==> config.mk <==
export PLATFORM = sky130hd
export DESIGN_NAME = sram_like_bridge
export DESIGN_NICKNAME = d
export VERILOG_FILES = /design/src/rtl/sram_like_bridge.sv
export SDC_FILE = /design/constraint.sdc
export NUM_CORES = 1
export LEC_CHECK = 0
export ABC_AREA = 0
export ABC_CLOCK_PERIOD_IN_PS = 2100
export BUFFER_PORTS_ARGS = -buffer_cell sky130_fd_sc_hd__buf_2
export CAP_MARGIN = 20
export CELL_PAD_IN_SITES_DETAIL_PLACEMENT = 1
export CELL_PAD_IN_SITES_GLOBAL_PLACEMENT = 1
export CORE_ASPECT_RATIO = 0.7
export CORE_UTILIZATION = 32
export DETAILED_ROUTE_END_ITERATION = 10
export PLACE_DENSITY_LB_ADDON = 0.1
export SLEW_MARGIN = 0
export SYNTH_ARGS = -nofsm -noshare
export SYNTH_HDL_FRONTEND = slang
export SYNTH_SLANG_ARGS = --single-unit
==> constraint.sdc <==
create_clock -name clk -period 2.1 [get_ports clk]
set_input_delay 0.315 -clock clk [delete_from_list [all_inputs] [get_ports clk]]
set_output_delay 0.315 -clock clk [all_outputs]
set_load 0.02 [all_outputs]
==> src/rtl/sram_like_bridge.sv <==
// Bridge from the CPU's fixed-latency data SRAM port to a split-transaction SRAM-like bus.
// Optional request timeout enabled by defining SRAM_LIKE_BRIDGE_TIMEOUT_EN.
module sram_like_bridge #(
    parameter int unsigned TIMEOUT_CYCLES = 255,
    parameter logic [31:0] ERR_RDATA      = 32'hDEAD_BEEF
) (
    input  logic        clk,
    input  logic        reset,
    input  logic        cpu_en,
    input  logic [3:0]  cpu_we,
    input  logic [31:0] cpu_addr,
    input  logic [31:0] cpu_wdata,
    output logic [31:0] cpu_rdata,
    output logic        cpu_stall,
    output logic        req,
    output logic        wr,
    output logic [1:0]  size,
    output logic [3:0]  wstrb,
    output logic [31:0] addr,
    output logic [31:0] wdata,
    input  logic        addr_ok,
    input  logic        data_ok,
    input  logic [31:0] rdata,
    output logic        bus_err
);

    typedef enum logic [1:0] {
        IDLE = 2'd0,
        REQ  = 2'd1,
        WAIT = 2'd2,
        RESP = 2'd3
    } state_t;

    state_t      state_r, state_next;
    logic        req_r, wr_r;
    logic [1:0]  size_r;
    logic [3:0]  wstrb_r;
    logic [31:0] addr_r, wdata_r, rdata_r;
    logic        capture_s, tmo_fire_s, timeout_s;

    // Transfer size implied by the byte-enable pattern; reads and irregular masks use a word.
    function automatic logic [1:0] size_of(input logic [3:0] we);
        case (we)
            4'b1111:                            size_of = 2'd2;
            4'b0011, 4'b1100:                   size_of = 2'd1;
            4'b0001, 4'b0010, 4'b0100, 4'b1000: size_of = 2'd0;
            default:                            size_of = 2'd2;
        endcase
    endfunction

    // Next-state decode; a genuine completion takes priority over a timeout in the same cycle.
    always_comb begin
        state_next = state_r;
        capture_s  = 1'b0;
        tmo_fire_s = 1'b0;
        case (state_r)
            IDLE: begin
                if (cpu_en) state_next = REQ;
                else        state_next = IDLE;
            end
            REQ: begin
                if (addr_ok && data_ok) begin
                    state_next = RESP;
                    capture_s  = 1'b1;
                end else if (timeout_s) begin
                    state_next = RESP;
                    tmo_fire_s = 1'b1;
                end else if (addr_ok) begin
                    state_next = WAIT;
                end else begin
                    state_next = REQ;
                end
            end
            WAIT: begin
                if (data_ok) begin
                    state_next = RESP;
                    capture_s  = 1'b1;
                end else if (timeout_s) begin
                    state_next = RESP;
                    tmo_fire_s = 1'b1;
                end else begin
                    state_next = WAIT;
                end
            end
            RESP:    state_next = IDLE;
            default: state_next = IDLE;
        endcase
    end

    // Stall is combinational so the requesting IDLE cycle itself holds the pipeline.
    always_comb begin
        cpu_stall = 1'b0;
        if (reset)                 cpu_stall = 1'b0;
        else if (state_r == IDLE)  cpu_stall = cpu_en;
        else if (state_r == RESP)  cpu_stall = 1'b0;
        else                       cpu_stall = 1'b1;
    end

    // State, request latches and returned read data.
    always_ff @(posedge clk) begin
        if (reset) begin
            state_r <= IDLE;
            req_r   <= 1'b0;
            wr_r    <= 1'b0;
            size_r  <= 2'd0;
            wstrb_r <= 4'd0;
            addr_r  <= 32'd0;
            wdata_r <= 32'd0;
            rdata_r <= 32'd0;
        end else begin
            state_r <= state_next;
            req_r   <= (state_next == REQ);
            if ((state_r == IDLE) && cpu_en) begin
                wstrb_r <= cpu_we;
                wr_r    <= |cpu_we;
                size_r  <= size_of(cpu_we);
                addr_r  <= cpu_addr;
                wdata_r <= cpu_wdata;
            end
            if (capture_s && !wr_r)       rdata_r <= rdata;
            else if (tmo_fire_s && !wr_r) rdata_r <= ERR_RDATA;
        end
    end

`ifdef SRAM_LIKE_BRIDGE_TIMEOUT_EN
    localparam int unsigned CNT_W = ($clog2(TIMEOUT_CYCLES + 1) > 8) ? $clog2(TIMEOUT_CYCLES + 1) : 8;
    logic [CNT_W-1:0] tmo_cnt_r;
    logic             bus_err_r;

    // The counter equals the number of REQ/WAIT cycles already elapsed, so the last one fires.
    assign timeout_s = ((state_r == REQ) || (state_r == WAIT)) &&
                       (tmo_cnt_r == CNT_W'(TIMEOUT_CYCLES - 1));

    // Timeout counter and one-cycle error pulse coinciding with RESP.
    always_ff @(posedge clk) begin
        if (reset) begin
            tmo_cnt_r <= '0;
            bus_err_r <= 1'b0;
        end else begin
            bus_err_r <= tmo_fire_s;
            if ((state_r == REQ) || (state_r == WAIT)) tmo_cnt_r <= tmo_cnt_r + {{(CNT_W-1){1'b0}}, 1'b1};
            else                                       tmo_cnt_r <= '0;
        end
    end

    assign bus_err = bus_err_r;
`else
    // No timeout in this build; the parameter stays referenced so both builds share one interface.
    assign timeout_s = 1'b0 & (TIMEOUT_CYCLES == 32'd0);
    assign bus_err   = 1'b0;
`endif

    assign req       = req_r;
    assign wr        = wr_r;
    assign size      = size_r;
    assign wstrb     = wstrb_r;
    assign addr      = addr_r;
    assign wdata     = wdata_r;
    assign cpu_rdata = rdata_r;

endmodule

==> impl_results.md <==
- Synth-to-Final Area Change: 37.7%
- Largest net degree at the start of global routing: 53
- Reg2Reg Setup Slack: 0.53 ns
- Sequential-to-total area share from yosys stat: 51.6%
- Post-synth top cells: nand2_1 (140), dfxtp_1 (106), a21oi_1 (71), nand2b_1 (65), mux2i_1 (32)
- Setup WS pre-CTS: between 0.4 and 0.5 ns
- Cell Pwr Density: between 800 and 900 nW/um^2
- Post-synth design cell area: 4120 sq um
- Main flop type after synthesis: dfxtp_1
- Storage cell area: between 2000 and 2500 sq um
- CTS buffer count: 9
- Sequential share of power: a little under half
- Vias per cell: approximately 4.5
- R2R Path Start: state_r[1]
- Cells on worst reg2reg path: 6
- Max Freq: 0.509 GHz
- Tmin final: between 1.5 and 2 ns
- Initial antenna violation count: 0
- Share of cells above drive strength 1: 35.9%
- First-pass GRT wire length: roughly 19000 microns
- Vias in the first global route: approximately 3800
- Synth warn: 0
- Clk buf depth: 2
- Hold path endpoint: addr[21]
- Mapped Cells: between 400 and 500
- Min-Delay Path Depth: 3
- Clock power frac: a little over two fifths
- Synth area leader: dfxtp_1
- CP peak stage delay: between 0.3 and 0.4 ns
- DP Wirelength: roughly 8500 microns
- Layout fillers: roughly 1600
- Int Pwr: 3.53 mW
- # Max-Cap Violations: 0
- Multi-input gate area: roughly 1800 sq um
- Most numerous cell in the Yosys netlist: nand2_1
- Setup_tns: 0 ns
- Clock transition at path regs: approximately 0.080 ns
- DR vias: 3804
- Min-delay src: cpu_addr[21]
- Top fanout value on the critical path: 4
- Ranking of synthesized cells by area: dfxtp_1 (52%), nand2_1 (13%), nand2b_1 (9.9%)
- Cts-stage hold buffer count: 0
- DP Area: 5310 sq um
- R2r endpoint: cpu_rdata[30]
- Setup violators final: 0
- H-tree depth: 3
- Drt pass-1 iters: 4
- CTS tree: done
- Syn_nets: between 500 and 600
- Fin area: around 5700 sq um
- Fin. Hold Viols: 0
- Port Buffer Count: about 210
- Crit path DAT: around 1.7 ns
- Die area: 13300 sq um
- Starting density of the core: about a third
- GR Overflow Total: 0
- Worst Hold Class: in -> reg
- Post-route ant nets: 0
- Skew final: about 0.0075 ns
- Height of the die: between 90 and 100 microns
- Setup Buffers After CTS: 0
- Synth top area share: between 50% and 60%
- CP Cell Sequence: inv_1, ha_1, or2_2, a21oi_1, buf_4
- Switch Pwr: 1.22 mW
- Core area: 12500 sq um
- CP bufs+invs: 2
- CTS-repair resized insts: 0
- 1st-iter DRT viols: around 110
- Mean Syn Cell Area: a little under 9 sq um
- Final #Nets: 780
- Ant diodes: 0
- Hold slack final: ~0.2 ns
- WL/cell: between 10 and 15 microns
- Crit path capture type: output pin
- Drc violations: 0
- CP Data Required Time: around 1.8 ns
- Fin crit share: between 90% and 100%
- Top Family by Delay on Critical Path: flip-flops
- Final WL: roughly 12000 microns
- Sw Ratio: ~26%
- Number of core rows: 34
- CP Launch Type: register
- RSZ-0062 raised after global routing: no
- Outcome: completed
- Worst vdd ir: about 0.39 mV
- Yosys cell types: 28
- Share of flip-flops with an asynchronous set or reset: 0%
- Clk_lat worst skew: around 0.35 ns
- Comb power frac: 13.2%
- Die width: 138 microns
- Gr usage total: between 10% and 20%
- Number of flops mapped to enable cells by yosys: 0
- WS Path Type: reg -> out
- Num Clock Sinks: between 100 and 150
- Gpl congestion: ~0.77
- Yosys reg bits: ~110
- Final Max Slew Viols: 0
- Pleak: ~2.6 nW
- CP max-delay cell: dfxtp_2
- Ports: about 210
- Setup ws final: 0.137 ns
- Root buffer cell: clkbuf_16
-- worst reg2reg max path, stage by stage (launching register included) --
cell	delay, ns
dfxtp_2	0.34
inv_1	0.08
ha_1	0.24
a21oi_2	0.10
nor3_4	0.20
buf_12	0.27
mux2i_1	0.26
-- state kept, by name, summed over array words and instances (netlist names) --
signal     cells
addr          32
cpu_rdata     32
req            1
size           2
state_r        2
wdata         32
wr             1
wstrb          4
-- through the flow --
| stage | util, % | std cells | power [mW] |
|---|---|---|---|
| 6_report | 45.5 | 838 | 4.75 |
| 5_1_grt | 45.5 | 838 | 4.97 |
| 4_1_cts | 45.4 | 838 | 4.82 |
| 3_5_place_dp | 42.6 | 822 | 2.83 |
| 3_3_place_gp | 42.6 | 822 | 2.81 |
| 2_1_floorplan | - | 475 | 2.55 |
-- kinds of logic after synthesis --
logic type / synth area share (%)
AND/OR/NAND/NOR: 24.7
flip-flops: 51.6
AO/OA/AOI/OAI: 9.97
buffers and inverters: 4.71
multiplexers: 7.78
adder cells (fa/ha/maj): 1.22
other: 0.0911
-- layout make-up --
| class | count | share of cell area, % |
|---|---|---|
| well taps | 162 | 3.58 |
| inverters | 2 | 0.133 |
| clock buffers | 9 | 3.98 |
| multi-input cells | 333 | 31.8 |
| flip-flops and latches | 106 | 37.5 |
| repair buffers | 219 | 20.8 |
| clock inverters | 7 | 2.23 |
-- per-layer routing --
layer	global-route usage (%)	vias to the layer above	share of wire, %
li1	-	1915	-
met1	21.6	1763	44
met2	29.4	113	47
met3	6.18	13	7.7
met4	4.73	0	1.1
met5	0	-	0
-- cells in the final DEF, fill, tap and decap left out, drive strengths merged, types with 2 or more instances in the layout --
cell,netlist,layout
nand2,140,140
a21oi,72,72
buf,21,219
nand2b,65,65
bufinv,0,3
clkinv,0,2
inv,2,3
nor3,2,2
clkbuf,13,9
ha,4,4
nor2,5,5
dfxtp,106,106
mux2i,32,32
-- power by group through the flow --
stage	Combinational, mW	Clock [mW]	Sequential (mW)
after floorplan	0.247	0	2.30
after global placement	0.622	0	2.19
after detailed placement	0.637	0	2.20
after CTS	0.639	2.03	2.15
after global routing	0.691	2.12	2.16
final	0.628	1.97	2.15
-- worst max path at each step --
stage / from / endpoint / slack (ns) / depth (start not counted)
2_1_floorplan: state_r[0] / cpu_stall / 0.48 / 5
3_3_place_gp: state_r[0] / cpu_stall / 0.51 / 5
3_5_place_dp: state_r[0] / cpu_stall / 0.43 / 5
4_1_cts: state_r[0] / cpu_stall / 0.04 / 5
5_1_grt: state_r[0] / cpu_stall / 0.03 / 5
6_report: state_r[0] / cpu_stall / 0.14 / 5
Power figures use the tool's default switching activity.
